<file path="src/rtl/ps2_keyboard_pkg.sv">
// Shared constants for the PS/2 keyboard reader: frame FSM encoding, register
// offsets, scan-code prefixes and STATUS register layout.
package ps2_keyboard_pkg;

  localparam logic [1:0] ST_IDLE   = 2'd0;
  localparam logic [1:0] ST_DATA   = 2'd1;
  localparam logic [1:0] ST_PARITY = 2'd2;
  localparam logic [1:0] ST_STOP   = 2'd3;

  localparam logic [2:0] DATA_OFS   = 3'd0;
  localparam logic [2:0] STATUS_OFS = 3'd4;

  localparam logic [7:0] BREAK_CODE = 8'hF0;
  localparam logic [7:0] EXT_CODE   = 8'hE0;

  localparam int STAT_COUNT_LSB = 0;
  localparam int STAT_FERR_BIT  = 3;
  localparam int STAT_OVF_BIT   = 4;

  typedef struct packed {
    logic       overflow;
    logic       frame_error;
    logic [2:0] count;
  } status_t;

  // Odd parity: data bits plus the parity bit must hold an odd number of ones.
  function automatic logic parity_ok(input logic [7:0] data, input logic parity);
    return ^{data, parity};
  endfunction

  // FIFO occupancy as shown in STATUS, clamped to the 3-bit field.
  function automatic logic [2:0] sat_count(input int unsigned c);
    return (c > 7) ? 3'd7 : c[2:0];
  endfunction

endpackage

</file>
<file path="src/rtl/ps2_frame_receiver.sv">
// PS/2 line synchronizers, falling-edge detect, 11-bit frame FSM and stall
// timeout. Emits one strobe per good byte and one per malformed frame.
module ps2_frame_receiver
  import ps2_keyboard_pkg::*;
#(
  parameter int TIMEOUT_CYCLES = 50000
) (
  input  logic       clk,
  input  logic       rst,
  input  logic       ps2_clk,
  input  logic       ps2_dat,
  output logic [7:0] byte_out,
  output logic       byte_strobe,
  output logic       frame_err_strobe
);

  localparam int TO_W = $clog2(TIMEOUT_CYCLES + 1);

  logic ps2_clk_p0, ps2_clk_p1, ps2_clk_p2;
  logic ps2_dat_p0, ps2_dat_p1;
  logic fall, bit_in;

  logic [1:0]      state;
  logic [2:0]      bit_cnt;
  logic [7:0]      shift;
  logic            parity_bit;
  logic [TO_W-1:0] to_cnt;
  logic            timeout;
  logic            stop_edge, frame_good;

  // Stage p0/p1: two-flop synchronizers; p2: clock history for edge detect.
  // Lines idle high, so reset loads ones to avoid a false edge on release.
  always_ff @(posedge clk) begin
    if (!rst) begin
      ps2_clk_p0 <= 1'b1;
      ps2_clk_p1 <= 1'b1;
      ps2_clk_p2 <= 1'b1;
      ps2_dat_p0 <= 1'b1;
      ps2_dat_p1 <= 1'b1;
    end else begin
      ps2_clk_p0 <= ps2_clk;
      ps2_clk_p1 <= ps2_clk_p0;
      ps2_clk_p2 <= ps2_clk_p1;
      ps2_dat_p0 <= ps2_dat;
      ps2_dat_p1 <= ps2_dat_p0;
    end
  end

  assign fall    = ps2_clk_p2 & ~ps2_clk_p1;
  assign bit_in  = ps2_dat_p1;
  assign timeout = (state != ST_IDLE) && (to_cnt == TO_W'(TIMEOUT_CYCLES));

  always_ff @(posedge clk) begin
    if (!rst) begin
      state   <= ST_IDLE;
      bit_cnt <= '0;
      to_cnt  <= '0;
    end else begin
      if (fall || state == ST_IDLE) to_cnt <= '0;
      else if (!timeout)            to_cnt <= to_cnt + 1'b1;

      if (fall) begin
        case (state)
          ST_IDLE: if (!bit_in) begin
            state   <= ST_DATA;
            bit_cnt <= '0;
          end
          ST_DATA: begin
            bit_cnt <= bit_cnt + 1'b1;
            if (bit_cnt == 3'd7) state <= ST_PARITY;
          end
          ST_PARITY: state <= ST_STOP;
          default:   state <= ST_IDLE;
        endcase
      end else if (timeout) begin
        state <= ST_IDLE;
      end
    end
  end

  // Payload registers carry no reset; the FSM decides when they are meaningful.
  always_ff @(posedge clk) begin
    if (fall && state == ST_DATA)   shift      <= {bit_in, shift[7:1]};
    if (fall && state == ST_PARITY) parity_bit <= bit_in;
  end

  assign stop_edge  = fall && (state == ST_STOP);
  assign frame_good = bit_in && parity_ok(shift, parity_bit);

  assign byte_out         = shift;
  assign byte_strobe      = stop_edge && frame_good;
  assign frame_err_strobe = (stop_edge && !frame_good) ||
                            (fall && (state == ST_IDLE) && bit_in);

endmodule

</file>
<file path="src/rtl/ps2_keyboard_reader.sv">
// Memory-mapped PS/2 keyboard reader: frame receiver, scan-code FIFO, DATA and
// STATUS registers, irq. Define PS2_BREAK_FILTER_EN to keep only make codes.
module ps2_keyboard_reader
  import ps2_keyboard_pkg::*;
#(
  parameter int          WORD_SIZE      = 32,
  parameter logic [31:0] BASE_ADDR      = 32'h00030000,
  parameter int          FIFO_DEPTH     = 8,
  parameter int          TIMEOUT_CYCLES = 50000
) (
  input  logic                 clk,
  input  logic                 rst,
  input  logic                 ps2_clk,
  input  logic                 ps2_dat,
  input  logic [31:0]          address,
  input  logic                 read_en,
  input  logic                 write_en,
  input  logic [WORD_SIZE-1:0] write_word,
  output logic [WORD_SIZE-1:0] word_output,
  output logic                 read_valid,
  output logic                 irq
);

  localparam int PTR_W = $clog2(FIFO_DEPTH);
  localparam int CNT_W = PTR_W + 1;

  logic [7:0] byte_out;
  logic       byte_strobe, frame_err_strobe;
  logic       push_req;

  ps2_frame_receiver #(
    .TIMEOUT_CYCLES(TIMEOUT_CYCLES)
  ) u_rx (
    .clk             (clk),
    .rst             (rst),
    .ps2_clk         (ps2_clk),
    .ps2_dat         (ps2_dat),
    .byte_out        (byte_out),
    .byte_strobe     (byte_strobe),
    .frame_err_strobe(frame_err_strobe)
  );

`ifdef PS2_BREAK_FILTER_EN
  logic break_pending;

  // A break prefix swallows itself and the next non-E0 byte (the released key).
  always_ff @(posedge clk) begin
    if (!rst) begin
      break_pending <= 1'b0;
    end else if (byte_strobe) begin
      if (byte_out == BREAK_CODE)  break_pending <= 1'b1;
      else if (byte_out != EXT_CODE) break_pending <= 1'b0;
    end
  end

  assign push_req = byte_strobe && !break_pending &&
                    (byte_out != BREAK_CODE) && (byte_out != EXT_CODE);
`else
  assign push_req = byte_strobe;
`endif

  logic [7:0]       mem [FIFO_DEPTH];
  logic [PTR_W-1:0] wr_ptr, rd_ptr;
  logic [CNT_W-1:0] count;
  logic             fifo_empty, fifo_full;
  logic             in_window, rd_data, rd_status, wr_status;
  logic             pop, push, overflow_set;
  logic             overflow, frame_error;
  logic             clr_ovf, clr_ferr;
  status_t          status;

  assign in_window = (address[31:3] == BASE_ADDR[31:3]);
  assign rd_data   = read_en  && in_window && (address[2] == DATA_OFS[2]);
  assign rd_status = read_en  && in_window && (address[2] == STATUS_OFS[2]);
  assign wr_status = write_en && in_window && (address[2] == STATUS_OFS[2]);

  assign fifo_empty   = (count == '0);
  assign fifo_full    = (count == CNT_W'(FIFO_DEPTH));
  assign pop          = rd_data && !fifo_empty;
  assign push         = push_req && (!fifo_full || pop);
  assign overflow_set = push_req && fifo_full && !pop;

  assign clr_ovf  = wr_status && write_word[STAT_OVF_BIT];
  assign clr_ferr = wr_status && write_word[STAT_FERR_BIT];

  always_ff @(posedge clk) begin
    if (push) mem[wr_ptr] <= byte_out;
  end

  always_ff @(posedge clk) begin
    if (!rst) begin
      wr_ptr <= '0;
      rd_ptr <= '0;
      count  <= '0;
    end else begin
      if (push) wr_ptr <= wr_ptr + 1'b1;
      if (pop)  rd_ptr <= rd_ptr + 1'b1;
      case ({push, pop})
        2'b10:   count <= count + 1'b1;
        2'b01:   count <= count - 1'b1;
        default: count <= count;
      endcase
    end
  end

  // Sticky flags: a set in the same cycle as a clear wins.
  always_ff @(posedge clk) begin
    if (!rst) begin
      overflow    <= 1'b0;
      frame_error <= 1'b0;
    end else begin
      if (overflow_set)     overflow <= 1'b1;
      else if (clr_ovf)     overflow <= 1'b0;
      if (frame_err_strobe) frame_error <= 1'b1;
      else if (clr_ferr)    frame_error <= 1'b0;
    end
  end

  always_comb begin
    status             = '0;
    status.overflow    = overflow;
    status.frame_error = frame_error;
    status.count       = sat_count(32'(count));
  end

  always_ff @(posedge clk) begin
    if (!rst) begin
      word_output <= '0;
      read_valid  <= 1'b0;
    end else begin
      read_valid <= rd_data || rd_status;
      if (rd_data)        word_output <= pop ? WORD_SIZE'({1'b1, mem[rd_ptr]}) : '0;
      else if (rd_status) word_output <= WORD_SIZE'(status);
    end
  end

  assign irq = !fifo_empty;

  // Address byte-lane bits and unused write bits are deliberately ignored.
  logic unused_bits;
  assign unused_bits = ^{address[1:0], write_word};

endmodule

</file>
<file path="config.mk">
export PLATFORM = sky130hd
export DESIGN_NAME = ps2_keyboard_reader
export DESIGN_NICKNAME = d
export VERILOG_FILES = /design/src/rtl/ps2_keyboard_pkg.sv /design/src/rtl/ps2_frame_receiver.sv /design/src/rtl/ps2_keyboard_reader.sv
export SDC_FILE = /design/constraint.sdc
export NUM_CORES = 1
export LEC_CHECK = 0
export ABC_AREA = 0
export CORE_MARGIN = 3
export CORE_UTILIZATION = 45
export CTS_CLUSTER_DIAMETER = 200
export DETAILED_ROUTE_END_ITERATION = 8
export PLACE_DENSITY = 0.71
export SLEW_MARGIN = 20
export SYNTH_ARGS = -nofsm -noshare
export SYNTH_HDL_FRONTEND = slang
export SYNTH_SLANG_ARGS = --single-unit
</file>
<file path="constraint.sdc">
create_clock -name clk -period 3.9 [get_ports clk]
set_input_delay 0.78 -clock clk [delete_from_list [all_inputs] [get_ports clk]]
set_output_delay 0.78 -clock clk [all_outputs]
set_load 0.1 [all_outputs]
</file>
## After elaboration in Yosys (flattened, before gate mapping)

Memories as Yosys holds them, arrays and structs flattened. A register that Yosys moved wholly into a read port is not among the register bits.
Index checks and enable logic that the tools add are counted.
Widths: inputs -> output; s select.

| word-level totals | value |
|---|---|
| word-level logic and storage cells | 102 |
| RAM bits | 64 |
| output and inout port bits | 34 |
| latch bits | 0 |
| ROM bits | 0 |
| register bits | 80 |
| memories kept | 1 |
| bits of input ports | 70 |

| cells by class | value |
|---|---|
| bitwise gates (word level) | 4 |
| equal/unequal tests | 12 |
| multipliers | 0 |
| add/subtract/negate cells | 6 |
| divide/modulo/power cells | 0 |
| magnitude comparators | 1 |
| reductions and logical operators | 41 |
| mux-type cells | 20 |
| shifts and indexed selects | 0 |

Memory list:

| memory | words | bits a word | rd ports | clocked after memory_dff | write ports | RTL line | source |
|---|---|---|---|---|---|---|---|
| mem | 8 | 8 | 1 | 1 | 1 | ps2_keyboard_reader.sv:62 | `logic [7:0] mem [FIFO_DEPTH];` |

Operator list:

| kind | number |
|---|---|
| $mux 32 | 2 |
| $eq 29x15->1 const B | 1 |
| $logic_and 1x1->1 | 20 |
| $add 16x1->16 const B | 1 |
| $eq 16x16->1 const B | 1 |
| $reduce_bool 2->1 | 7 |
| $mux 3 | 4 |
| $add 3x1->3 const B | 3 |
| $mux 9 | 1 |
| $reduce_xor 9->1 | 1 |
| $mux 2 | 4 |
| $pmux 4 s2 | 1 |
| $eq 2x2->1 const B | 3 |
| $mux 1 | 6 |
| $ne 3x3->1 const B | 2 |
| $pmux 2 s3 | 1 |
| $pmux 3 s2 | 1 |
| $reduce_and 3->1 | 2 |
| $add 4x1->4 const B | 1 |
| $eq 2x1->1 const B | 2 |
| $eq 4x4->1 const B | 1 |
| $gt 4x3->1 const B | 1 |
| $logic_not 1->1 | 4 |
| $logic_not 4->1 | 1 |
| 8 further kinds | 13 |

## Depth between registers and ports, before layout

| logic depth | value |
|---|---|
| depth after elaboration | 8 |
| gate-level depth with buffers | 11 |
| depth with buffers taken out | 11 |

## By module

A second synthesis with hierarchy kept.

| second synthesis, totals | value |
|---|---|
| cell total of the unflattened synthesis | 449 |
| area total of the unflattened synthesis | 5,610.4 µm² |

Modules (own cells, without submodules):

| module | cells an instance | instances | area an instance (µm²) | sequential area each (µm²) |
|---|---|---|---|---|
| ps2_keyboard_reader | 289 | 1 | 3,960.0 | 2,422.3 |
| ps2_frame_receiver | 160 | 1 | 1,650.3 | 790.8 |

## Worst setup path after synthesis

OpenSTA, ideal clock, no wires.

| timing path | value |
|---|---|
| path type | in2reg |
| start point | in address[4] |
| end point | mem mem[0][0], enable pin |
| arrival time | 2.677 ns |
| path buffers | 0 |
| setup slack | 0.829 ns |
| data required time | 3.505 ns |
| library setup time | 0.395 ns |
| cell stages on the path | 5 |
| cells stage by stage | nor4_2 -> nand4b_1 -> nor3_4 -> o21ai_2 -> nor4_1 |

| between the ends | value |
|---|---|
| cells in the longest elaborated chain, start to end | 8 |

RTL lines:

| item | RTL line | source |
|---|---|---|
| from (decl) | ps2_keyboard_reader.sv:15 | `input logic [31:0] address,` |
| $eq 29x15->1 | ps2_keyboard_reader.sv:72 | `assign in_window = (address[31:3] == BASE_ADDR[31:3]);` |
| $logic_and 1x1->1 (2 in a row) | ps2_keyboard_reader.sv:73 | `assign rd_data = read_en && in_window && (address[2] == DATA_OFS[2]);` |
| $logic_and 1x1->1 | ps2_keyboard_reader.sv:79 | `assign pop = rd_data && !fifo_empty;` |
| $logic_or 1x1->1 | ps2_keyboard_reader.sv:80 | `assign push = push_req && (!fifo_full \|\| pop);` |
| $logic_and 1x1->1 | ps2_keyboard_reader.sv:80 |  |
| $mux 1 | ps2_keyboard_reader.sv:87 | `if (push) mem[wr_ptr] <= byte_out;` |
| $mux 1 (not written as such) | ps2_keyboard_reader.sv:87 |  |
| to (decl) | ps2_keyboard_reader.sv:62 |  |

Every way passes these cells.

## Worst setup path after layout

| timing path | value |
|---|---|
| start point | reg count[0] |
| end point | out irq |

| between the ends | value |
|---|---|
| cells in the longest elaborated chain, start to end | 2 |

RTL lines:

| item | RTL line | source |
|---|---|---|
| from (decl) | ps2_keyboard_reader.sv:64 | `logic [CNT_W-1:0] count;` |
| from (signal assigned) | ps2_keyboard_reader.sv:99 | `2'b10: count <= count + 1'b1;` |
| from (signal assigned) | ps2_keyboard_reader.sv:100 | `2'b01: count <= count - 1'b1;` |
| from (signal assigned) | ps2_keyboard_reader.sv:101 | `default: count <= count;` |
| $logic_not 4->1 | ps2_keyboard_reader.sv:77 | `assign fifo_empty = (count == '0);` |
| $logic_not 1->1 | ps2_keyboard_reader.sv:137 | `assign irq = !fifo_empty;` |
| to (decl) | ps2_keyboard_reader.sv:21 | `output logic irq` |

Every way passes these cells.

==> flow_metrics.env <==
export IMPL_dpl_hpwl_um=7220
export IMPL_syn_to_final_growth_pct=22.5
export IMPL_gp_congestion=0.787
export IMPL_drt_iter0_drc=211
export IMPL_yosysWarningCount=0
export IMPL_root_buffer="clkbuf_16"
export IMPL_leakagePower_nw=2.39
export IMPL_cts_sinks=124
export IMPL_grt_max_degree=38
export IMPL_cts_tree="built"
export IMPL_grt_pass1_vias=3297
export IMPL_synth_edf_count=73
export IMPL_ys_flop_type="edfxtp_1"
export IMPL_fmax_mhz=304
export IMPL_die_y_um=116
export IMPL_cts_resized=0
export IMPL_path_buf_inv=2
export IMPL_p_switching_w=0.000687
export IMPL_fin_crit_ns=3.29
export IMPL_drt_total_wl_um=10500
export IMPL_critical_path_top_delay_family="buffers and inverters"
export IMPL_syn_cell_area_mm2=0.00546
export IMPL_rows=39
export IMPL_r2r_slack_ns=0.95
export IMPL_synth_cell_types=52
export IMPL_comb_power_share_pct=5.1
export IMPL_cap_violations=0
export IMPL_insertion_delay_ns=0.41
export IMPL_cts_buffers=17
export IMPL_antenna_found_initial=0
export IMPL_status="completed"
export IMPL_setup_tns_ns=0
export IMPL_slew_headroom_pct=33.2
export IMPL_diodes=0
export IMPL_place_area_mm2=0.00608
export IMPL_clock_skew_ns=0.00996
export IMPL_crit_chain="or3_1 -> nor2_1 -> inv_1 -> clkdlybuf4s50_1"
export IMPL_clockPowerShare_pct=50.3
export IMPL_setup_violations=0
export IMPL_htreeDepth=4
export IMPL_synth_top_area_share_pct=40.2
export IMPL_seqPwrFrac_pct=44.6
export IMPL_io_buffers=48
export IMPL_clockBufferDepth=2
export IMPL_cts_hold_buf=0
export IMPL_ir_worst_vdd_mv=0.423
export IMPL_critical_path_class="reg -> out"
export IMPL_cts_setup_buffers=0
export IMPL_clk_pin_slew_ns=0.06
export IMPL_max_stage_delay_ns=0.98
export IMPL_grt_usage_pct=16.3
export IMPL_cp_data_arrival_time_ns=2.51
export IMPL_critPathSlowestCell="clkdlybuf4s50_1"
export IMPL_power_internal_w=0.00240
export IMPL_avgSynthCellArea_um2=13.1
export IMPL_yosysTopAreaCell="edfxtp_1"
export IMPL_crit_path_start_kind="register"
export IMPL_cp_max_fo=7
export IMPL_fin_area_mm2=0.00669
export IMPL_p_per_area_mw_per_mm2=461
export IMPL_slew_viol_final=0
export IMPL_netlist_instances=417
export IMPL_core_area_mm2=0.0116
export IMPL_mostFrequentLayoutCells="edfxtp_1, dfxtp_1, clkdlybuf4s50_1"
export IMPL_ys_ff_latch=124
export IMPL_drive_gt1_share_pct=14.9
export IMPL_fin_crit_sh_pct=84.4
export IMPL_final_nets=566
export IMPL_firstDrtPassIters=4
export IMPL_detail_route_drc_violations=0
export IMPL_io_pins=104
export IMPL_cp_required_ns=3.12
export IMPL_ff_latch_area_mm2=0.00321
export IMPL_worstMarginPinSlew_ns=0.998
export IMPL_switching_share_pct=22.3
export IMPL_ant_nets=0
export IMPL_layout_commonest_cell="edfxtp_1"
export IMPL_initial_core_util_pct=47.0
export IMPL_hold_viol_final=0
export IMPL_vias=3339
export IMPL_fillers=927
export IMPL_rsz0062_at_grt="false"
export IMPL_routed_via_density=5.21
export IMPL_fp_dieW_um=116
export IMPL_multi_input_area_mm2=0.00207
export IMPL_hold_path_class="reg -> reg"
export IMPL_die_area_mm2=0.0135
export IMPL_synthArstFlopShare_pct=0
export IMPL_wl_per_cell_um=16.4
export IMPL_overflow=0
export IMPL_synth_area_leaders="edfxtp_1, dfxtp_1, mux4_2"
export IMPL_end_kind="primary output"
export IMPL_yosysSeqAreaShare_pct=58.9
export IMPL_grt_pass1_wl_um=16500
## kinds of logic (layout without fill, tap and decap cells)
group / count (synthesis) / in the layout / share of synthesized area (%)
other: 1 / 23 / 0.0687
and+or+nand+nor: 133 / 133 / 14.0
DFF: 124 / 124 / 58.9
xor gates and xnor gates: 25 / 25 / 4.54
AOI/OAI and AO/OA: 48 / 48 / 5.76
muxes: 30 / 30 / 9.45
adders and majority gates: 11 / 11 / 2.52
buffers and inverters: 45 / 104 / 4.75
## layout make-up
class	instances	share of cell area, %
Sequential cell	124	48.1
Multi-Input combinational cell	270	30.9
Timing Repair Buffer	61	8.65
Clock buffer	23	8.10
Tap cell	143	2.68
Clock inverter	9	0.992
Inverter	11	0.618
## stage by stage
stage	power (W)	hold slack, ns	cells	worst slack, ns	utilization (%)
3_5_place_dp	0.00156	0.391	609	0.413	52.3
3_3_place_gp	0.00156	0.391	609	0.572	52.3
2_1_floorplan	0.00153	0.386	439	0.829	-
5_1_grt	0.00317	0.429	641	0.473	57.6
4_1_cts	0.00311	0.404	641	0.585	57.6
6_report	0.00309	0.403	641	0.609	57.6
## sequential cells by signal, summed over array words and instances, names as in the netlist, named ones only
| name | cells |
|---|---|
| mem | 64 |
| u_rx.ps2_clk_p2 | 1 |
| u_rx.state | 2 |
| overflow | 1 |
| u_rx.byte_out | 8 |
| read_valid | 1 |
| u_rx.ps2_clk_p1 | 1 |
| wr_ptr | 3 |
| count | 4 |
| u_rx.parity_bit | 1 |
| u_rx.to_cnt | 16 |
| rd_ptr | 3 |
| u_rx.bit_in | 1 |
| word_output | 9 |
| u_rx.bit_cnt | 3 |
| frame_error | 1 |
| u_rx.ps2_dat_p0 | 1 |
| u_rx.ps2_clk_p0 | 1 |
## Yosys cell counts, types with 9 or more instances
cell       n
o21ai_0   10
nand2b_1  11
xor2_1    14
and2_1     9
mux4_2    16
edfxtp_1  73
nand3_1   10
a21oi_1   11
dfxtp_1   51
xnor2_1    9
nand2_1   27
mux2i_1   11
ha_1      11
nor2_1    27
inv_1     11
buf_4     23
## final timing paths
| check | from | to | depth (start not counted) |
|---|---|---|---|
| min | u_rx.ps2_dat_p0 | u_rx.bit_in | 1 |
| max | count[0] | irq | 4 |
| min reg2reg | u_rx.ps2_dat_p0 | u_rx.bit_in | 1 |
| max reg2reg | u_rx.byte_out[0] | mem[5][0] | 6 |
## per-layer routing
layer / routed length (um) / GRT usage, %
met4: 80 / 3.79
met3: 526 / 5.49
met1: 4430 / 20.3
met2: 5450 / 27.8
met5: 0 / 0
## power groups by stage
stage,Clock [W],Sequential [W],Combinational [W]
after floorplan,0,0.00140,0.000130
after global placement,0,0.00140,0.000154
after detailed placement,0,0.00140,0.000156
after CTS,0.00158,0.00138,0.000156
after global routing,0.00164,0.00138,0.000162
final,0.00155,0.00138,0.000156
Note: power is estimated with default switching activity, not from simulation.
